==> src/rtl/cross_ctrl_sched.sv <==
// cross_ctrl_sched
//   Registered crossbar control generator with conflict scheduling. One group of
//   NUM_IN destination indices plus an element-valid mask is accepted and emitted
//   as one or more NUM_OUT x NUM_IN one-hot control beats. Inputs that collide on
//   an output are spread over successive beats, lowest input index first.
//
// Ports
//   clk_i           clock, all state on posedge
//   rst_i           synchronous reset, active-high
//   in_valid_i      input group valid
//   in_ready_o      block can accept a group this cycle
//   in_idx_i        dest index of input i at [i*DW_IDX +: DW_IDX]
//   in_mask_i       1 = input i carries a nonzero element
//   out_valid_o     control beat valid
//   out_ready_i     downstream consumes beat
//   out_ctrl_o      bit [o*NUM_IN+i] = 1: route input i to output o
//   out_last_o      final beat of current group
//   out_pass_o      beat number within group, 0-based
//   out_err_oor_o   input i masked-in with idx >= NUM_OUT (beat 0 only)
//   conflict_cnt_o  saturating count of groups that needed more than one beat
//
// State  | meaning
// -------+-----------------------------------------------------------
// IDLE   | no group held, ready for a new one
// ISSUE  | group held, presenting the current beat on the output side

module cross_ctrl_sched #(
    parameter int NUM_IN  = 8,
    parameter int NUM_OUT = 8,
    parameter int DW_IDX  = 3,
    parameter int CNT_W   = 16,
    localparam int DW_PASS = (NUM_IN > 1) ? $clog2(NUM_IN) : 1
) (
    input  logic                        clk_i,
    input  logic                        rst_i,
    input  logic                        in_valid_i,
    output logic                        in_ready_o,
    input  logic [NUM_IN*DW_IDX-1:0]    in_idx_i,
    input  logic [NUM_IN-1:0]           in_mask_i,
    output logic                        out_valid_o,
    input  logic                        out_ready_i,
    output logic [NUM_OUT*NUM_IN-1:0]   out_ctrl_o,
    output logic                        out_last_o,
    output logic [DW_PASS-1:0]          out_pass_o,
    output logic [NUM_IN-1:0]           out_err_oor_o,
    output logic [CNT_W-1:0]            conflict_cnt_o
);

    typedef enum logic {
        IDLE  = 1'b0,
        ISSUE = 1'b1
    } state_t;

    // One extra bit so NUM_OUT == 2**DW_IDX still compares correctly.
    localparam logic [DW_IDX:0] NUM_OUT_X = (DW_IDX+1)'(NUM_OUT);
    localparam logic [CNT_W-1:0] CNT_MAX  = '1;

    state_t                   state_q, state_d;
    logic [DW_IDX-1:0]        idx_q [NUM_IN];
    logic [DW_IDX-1:0]        idx_d [NUM_IN];
    logic [NUM_IN-1:0]        pend_q, pend_d;
    logic [NUM_IN-1:0]        oor_q, oor_d;
    logic [DW_PASS-1:0]       pass_q, pass_d;
    logic [CNT_W-1:0]         cnt_q, cnt_d;

    logic [NUM_IN-1:0]        blocked;
    logic [NUM_IN-1:0]        grant;
    logic                     issue;
    logic                     last;
    logic                     fire;
    logic                     accept;

    // ------------------------------------------------------------------
    // Grant: an input is blocked when a lower-indexed pending input targets
    // the same output. Out-of-range inputs never enter pend_q, so they
    // neither win nor block.
    // ------------------------------------------------------------------
    always_comb begin
        blocked = '0;
        for (int i = 0; i < NUM_IN; i++) begin
            for (int k = 0; k < i; k++) begin
                if (pend_q[k] && (idx_q[k] == idx_q[i])) begin
                    blocked[i] = 1'b1;
                end
            end
        end
        grant = pend_q & ~blocked;
    end

    assign issue = (state_q == ISSUE);
    assign last  = issue && ((pend_q & ~grant) == '0);
    assign fire  = issue && out_ready_i;

    assign in_ready_o = (state_q == IDLE) || (fire && last);
    assign accept     = in_valid_i && in_ready_o;

    // ------------------------------------------------------------------
    // Output decode
    // ------------------------------------------------------------------
    always_comb begin
        out_ctrl_o = '0;
        for (int o = 0; o < NUM_OUT; o++) begin
            for (int i = 0; i < NUM_IN; i++) begin
                out_ctrl_o[o*NUM_IN+i] = issue && grant[i] && (idx_q[i] == DW_IDX'(o));
            end
        end
    end

    assign out_valid_o    = issue;
    assign out_last_o     = last;
    assign out_pass_o     = pass_q;
    assign out_err_oor_o  = (issue && (pass_q == '0)) ? oor_q : '0;
    assign conflict_cnt_o = cnt_q;

    // ------------------------------------------------------------------
    // Next state
    // ------------------------------------------------------------------
    always_comb begin
        state_d = state_q;
        idx_d   = idx_q;
        pend_d  = pend_q;
        oor_d   = oor_q;
        pass_d  = pass_q;
        cnt_d   = cnt_q;

        if (fire && !last) begin
            pend_d = pend_q & ~grant;
            pass_d = pass_q + DW_PASS'(1);
        end

        if (fire && last) begin
            if ((pass_q != '0) && (cnt_q != CNT_MAX)) begin
                cnt_d = cnt_q + CNT_W'(1);
            end
            state_d = IDLE;
            pend_d  = '0;
            oor_d   = '0;
            pass_d  = '0;
        end

        // A new group may load in the same cycle the previous one retires,
        // which gives back-to-back groups without a bubble.
        if (accept) begin
            for (int i = 0; i < NUM_IN; i++) begin
                idx_d[i]  = in_idx_i[i*DW_IDX +: DW_IDX];
                oor_d[i]  = in_mask_i[i] && ({1'b0, in_idx_i[i*DW_IDX +: DW_IDX]} >= NUM_OUT_X);
                pend_d[i] = in_mask_i[i] && ({1'b0, in_idx_i[i*DW_IDX +: DW_IDX]} <  NUM_OUT_X);
            end
            pass_d  = '0;
            state_d = ISSUE;
        end
    end

    // ------------------------------------------------------------------
    // State registers
    // ------------------------------------------------------------------
    always_ff @(posedge clk_i) begin
        if (rst_i) begin
            state_q <= IDLE;
            pend_q  <= '0;
            oor_q   <= '0;
            pass_q  <= '0;
            cnt_q   <= '0;
            for (int i = 0; i < NUM_IN; i++) begin
                idx_q[i] <= '0;
            end
        end else begin
            state_q <= state_d;
            pend_q  <= pend_d;
            oor_q   <= oor_d;
            pass_q  <= pass_d;
            cnt_q   <= cnt_d;
            for (int i = 0; i < NUM_IN; i++) begin
                idx_q[i] <= idx_d[i];
            end
        end
    end

endmodule

==> config.mk <==
export PLATFORM = sky130hd
export DESIGN_NAME = cross_ctrl_sched
export DESIGN_NICKNAME = d
export VERILOG_FILES = /design/src/rtl/cross_ctrl_sched.sv
export SDC_FILE = /design/constraint.sdc
export NUM_CORES = 1
export LEC_CHECK = 0
export CAP_MARGIN = 20
export CORE_ASPECT_RATIO = 1.25
export CORE_MARGIN = 3
export CORE_UTILIZATION = 36
export CTS_CLUSTER_DIAMETER = 80
export DETAILED_ROUTE_END_ITERATION = 7
export PLACE_DENSITY_LB_ADDON = 0.12
export SETUP_SLACK_MARGIN = 0.3
export SLEW_MARGIN = 30
export SYNTH_ARGS = -nofsm -noshare
export SYNTH_HDL_FRONTEND = slang
export SYNTH_SLANG_ARGS = --single-unit
==> constraint.sdc <==
create_clock -name clk_i -period 2.8 [get_ports clk_i]
set_input_delay 0.56 -clock clk_i [delete_from_list [all_inputs] [get_ports clk_i]]
set_output_delay 0.56 -clock clk_i [all_outputs]
set_load 0.02 [all_outputs]
Word level (Yosys, flattened, before mapping)
Cells that the tools add are included.
{"block": "word_totals", "register_bits": 52, "mem_count": 0, "rom_bits": 0, "wordCells": 259, "ram_bits": 0, "latch_bits": 0, "out_inout_bits": 94}
{"block": "classes", "shifts": 0, "mux": 33, "add_sub_neg": 2, "eq_ne": 85, "bitwise_logic": 5, "magnitude_cmp": 0, "div_mod_pow": 0, "reduce_logical": 122, "n_mul": 0}
{"op": "$logic_and A1 B1 Y1", "n": 106}
{"op": "$eq A3 B3 Y1 const B", "n": 32}
{"op": "$eq A3 B3 Y1", "n": 28}
{"op": "$eq A3 B2 Y1 const B", "n": 16}
{"op": "$mux W1", "n": 30}
{"op": "$eq A3 B1 Y1 const B", "n": 8}
{"op": "$logic_not A3 Y1", "n": 8}
{"op": "$mux W8", "n": 3}
{"op": "$add A16 B1 Y16 const B", "n": 1}
{"op": "$and A8 B8 Y8", "n": 2}
{"op": "$ne A16 B16 Y1 const B", "n": 1}
{"op": "$not A8 Y8", "n": 2}
{"op": "$logic_not A8 Y1", "n": 1}
{"op": "$reduce_bool A3 Y1", "n": 2}
{"op": "$add A3 B1 Y3 const B", "n": 1}
{"op": "$reduce_or A3 Y1", "n": 1}
{"op": "$reduce_and A2 Y1", "n": 1}
{"op": "$reduce_bool A2 Y1", "n": 1}
{"op": "$logic_not A1 Y1", "n": 1}
{"op": "$logic_or A1 B1 Y1", "n": 1}
{"op": "$not A1 Y1", "n": 1}

Longest topological paths before layout
{"block": "logic_depth", "depth_word": 20, "ltp_mapped": 12}

Worst setup path after synthesis
OpenSTA, ideal clock, no wires.
{"block": "synth_path", "path_kind": "register -> output", "startpoint": "reg idx_q[21] in the netlist's numbering", "endpoint": "out in_ready_o", "required_ns": 2.240, "path_slack_ns": 0.141, "stages_incl_launch_ff": 12, "arrival_time_ns": 2.099, "cell_sequence": "dfxtp_1 -> buf_4 -> xnor2_1 -> and4b_1 -> nand2b_4 -> a221oi_4 -> nand4_4 -> nand2b_4 -> buf_6 -> inv_1 -> a21boi_0 -> inv_1"}
{"block": "synth_via", "elab_chain_cells": 17, "elab_cells_between_ends": 50, "cone_classes": "7 x eq/ne; 28 x mux; 4 x bitwise; 11 x reduce/logical"}
{"item": "start, declared", "line": "59", "source": "logic [DW_IDX-1:0] idx_q [NUM_IN];"}
{"item": "start signal, assigned by index", "line": "174", "source": "idx_q[i] <= idx_d[i];"}
{"item": "$eq A3 B3 Y1", "line": "82", "source": "if (pend_q[k] && (idx_q[k] == idx_q[i])) begin"}
{"item": "$logic_and A1 B1 Y1", "line": "82"}
{"item": "$mux W1 (7 in series)", "line": "82"}
{"item": "$not A8 Y8 *", "line": "87", "source": "grant = pend_q & ~blocked;"}
{"item": "$and A8 B8 Y8 *", "line": "87"}
{"item": "$not A8 Y8 *", "line": "91", "source": "assign last = issue && ((pend_q & ~grant) == '0);"}
{"item": "$and A8 B8 Y8 *", "line": "91"}
{"item": "$logic_not A8 Y1 *", "line": "91"}
{"item": "$logic_and A1 B1 Y1 *", "line": "91"}
{"item": "via out_last_o", "line": "43", "source": "output logic out_last_o,"}
{"item": "$logic_and A1 B1 Y1 *", "line": "94", "source": "assign in_ready_o = (state_q == IDLE) || (fire && last);"}
{"item": "$logic_or A1 B1 Y1 *", "line": "94"}
{"item": "end, declared", "line": "37", "source": "output logic in_ready_o,"}
Mark *: on every way through the listed nets, which the timed path passes. The rest lies on a longest branch.

Worst setup path in the final report
{"block": "layout_path", "startpoint": "reg idx_q[14] in the netlist's numbering", "endpoint": "out in_ready_o"}
{"block": "layout_via", "elab_chain_cells": 14, "elab_cells_between_ends": 35, "cone_classes": "7 x eq/ne; 13 x mux; 4 x bitwise; 11 x reduce/logical"}
{"item": "$eq A3 B3 Y1", "line": "82"}
{"item": "$logic_and A1 B1 Y1", "line": "82"}
{"item": "$mux W1 (4 in series)", "line": "82"}
{"item": "$not A8 Y8 *", "line": "87"}
{"item": "$and A8 B8 Y8 *", "line": "87"}
{"item": "$not A8 Y8 *", "line": "91"}
{"item": "$and A8 B8 Y8 *", "line": "91"}
{"item": "$logic_not A8 Y1 *", "line": "91"}
{"item": "$logic_and A1 B1 Y1 *", "line": "91"}
{"item": "$logic_and A1 B1 Y1 *", "line": "94"}
{"item": "$logic_or A1 B1 Y1 *", "line": "94"}
Mark *: on every way between the ends. The rest lies on a longest branch, timed or not.

==> impl_metrics.toml <==
[outcome]
status = "completed"

[setup_path]
required_ps = 2240
critical_path.slowest_cell = "dfxtp_4"
crit_path_end_kind = "output pin"
slowest_delay_ps = 400
start_kind = "flip-flop"
crit_type = "flip-flop to output pin"
critPathMaxFanout = 5
crit_chain = "buf_4 -> xnor2_2 -> nand4_1 -> nand2_2 -> o21ai_2 -> nand4_4 -> nand2b_4 -> clkinvlp_4 -> a21boi_2 -> inv_2 -> buf_6"
arrival_ps = 2050

[floorplanning]
ioPinCount = 130
start_util = 0.3725
coreArea_um2 = 11240
die_w_um = 102.5
dieArea_um2 = 12970
row_count = 43
die_h_um = 126.6

[synth]
mappedNetlistArea_um2 = 4189
synth_edf_count = 0
synth_flop_cell = "dfxtp_1"
ys_async_sr_fraction = 0
ys_types = 52
synth-seq-area-share = 0.2485
avgSynthCellArea_um2 = 7.801
synthCells = 537
ys.warnings.count = 0
synth_seq_cells = 52

[sta]
drv_slew = 0
fin_crit_ps = 2610
relSlewSlack = 0.4986
period_share = 0.9323
layout_setup_ws_ps = 189.5
rsz0062_at_grt = "yes"
setup_viol = 0
max_freq_ghz = 0.3831
worstMarginPinSlew_ps = 752.0
hold_viol = 0
clock-skew-final_ps = 7.513

[detailed_routing]
drt_wl_total_um = 14230
wire_per_inst_um = 17.20
post-route-drc-count = 0
dr.pass1.iters = 5
viasPerCell = 5.208
drt_iter0_drc = 209
vias = 4307
drtAntennaViolNets = 0

[min_path]
holdCritPathClass = "flip-flop to flip-flop"

[placed_design]
dpl_cell_area_um2 = 5859
port-buffer-count = 121
place_ws_ps = -248.0
gp_congestion = 0.8601
dp_cells = 809
hpwl_um = 10010

[cells_and_area]
n_antenna_cell = 0
seqCellArea_um2 = 1120
multi_input_area_um2 = 3114
fillCellCount = 1035
layoutNonFillerInstCount = 827
area_delta_synth_final_pct = 54.54
drive_above_1_share = 0.3237
design_area_um2 = 6474
nNetsFinal = 730

[global_routing]
grt_pass1_wl_um = 21800
grt_pass1_vias = 4254
grtUsageMet1 = 0.2608
grt-ovfl-total = 0
grt_max_degree = 39
grt_busiest_layer = "met2"
grt_use_met3 = 0.03355
grt_use_total = 0.2121
antenna_found_initial = 0
use_met2 = 0.3719

[clocking]
clockBufferDepth = 2
cts_tree = "yes"
ctsHoldBuffers = 0
clk_pin_slew_ps = 80
insertion_delay_ps = 310
htreeDepth = 2
ctsRootBufferMaster = "clkbuf_16"
cts_buffers = 5
cts_num_sinks = 52

[power]
p_leak_nw = 2.506
power.density_nw_per_um2 = 386.2
total_power_mw = 2.500
ir_worst_vdd_v = 0.0002303

[run]
max_cap_violations = 0
==> worst max-delay path, delay by kind of cell (launching register included) <==
kind / cells / cell delay [ps]
AND/OR/NAND/NOR: 4 / 520
buffers and inverters: 4 / 430
flip-flops: 1 / 400
AO/OA/AOI/OAI: 2 / 270
XOR/XNOR: 1 / 120
==> placed cells by master, fill, tap and decap left out, drive strengths merged, types with 5 or more instances in the layout <==
cell type,count
nor2,82
nor3b,5
dfxtp,52
nand2b,17
mux2i,25
xnor2,91
clkbuf,10
nand4,34
nand2,37
and3b,7
nand3,13
o31ai,6
nor3,26
a21oi,20
o21ai,6
inv,10
clkdlybuf4s50,64
buf,122
and3,7
nor4,8
conb,8
dlymetal6s2s,5
==> final timing paths <==
check	from	endpoint	slack (ps)	cells past startpoint
max	idx_q[14]	in_ready_o	190	11
min	out_pass_o[2]	out_pass_o[2]	470	2
max reg2reg	idx_q[22]	idx_q[0]	360	12
min reg2reg	out_pass_o[2]	out_pass_o[2]	470	2
==> state kept, by name (all words and copies together) (netlist names) <==
name            flops
conflict_cnt_o     16
pend_q              8
out_pass_o          3
idx_q              24
out_valid_o         1
==> synthesized netlist by cell type (4+ instances only) <==
cell type / number / area, um^2
dfxtp_1: 52 / 1041
nor3_1: 25 / 125.1
a21oi_1: 20 / 100.1
o21ai_0: 4 / 20.02
nor4_1: 8 / 50.05
nand2b_1: 15 / 93.84
nand3_1: 11 / 55.05
mux2i_1: 25 / 250.2
o31ai_1: 4 / 30.03
inv_1: 9 / 33.78
and3b_1: 7 / 61.31
clkbuf_1: 11 / 41.29
buf_6: 6 / 67.56
and3_1: 7 / 43.79
buf_2: 20 / 100.1
nor2_1: 82 / 307.8
buf_4: 19 / 142.6
nand2_1: 35 / 131.4
nor3b_1: 5 / 37.54
nand4_1: 33 / 206.5
xnor2_1: 91 / 797.0
==> metal layers <==
metal	vias to the layer above	routed length (um)
met1	2043	5857
met2	118	7440
met5	-	0
met3	18	657
li1	2128	-
met4	0	272
==> metrics by stage <==
step                      setup TNS [ps]  hold WS (ps)  utilization
after floorplan                        0         515.4            -
after global placement             -4030         464.2       0.5211
after detailed placement           -4279         460.0       0.5211
after CTS                              0         471.4       0.5410
after global routing                   0         500.3       0.5757
final                                  0         469.4       0.5757
==> layout make-up <==
type	count	share of cell area
Clock buffer	5	0.01933
Tap cell	135	0.02609
Multi-Input combinational cell	426	0.4811
Sequential cell	52	0.1730
Timing Repair Buffer	197	0.2870
Clock inverter	3	0.007731
Inverter	9	0.005798
==> what timing repair did <==
item / 4_1_cts / 5_1_grt
buffers inserted: 2 / 6
gates cloned: 0 / 2
setup endpoints to repair: 99 / 91
resized for setup: 300 / 82
pin swaps: 33 / 21
==> logic make-up (layout without fill, tap and decap cells) <==
group	Yosys count	count (layout)	synth area share
compound gates	45	45	0.07707
xor+xnor	91	91	0.1903
fa+ha+maj	3	3	0.008962
buf+inv	66	214	0.09289
flops	52	52	0.2485
mux	26	26	0.06243
other cells	1	8	0.0008952
simple gates	253	253	0.3190
==> power breakdown <==
part / total, mW / switching, mW / internal (mW)
Combinational: 0.865 / 0.410 / 0.455
Clock: 0.751 / 0.319 / 0.432
Sequential: 0.884 / 0.108 / 0.776
Total: 2.50 / 0.837 / 1.66
No activity file was read; power rests on OpenSTA's default activity.
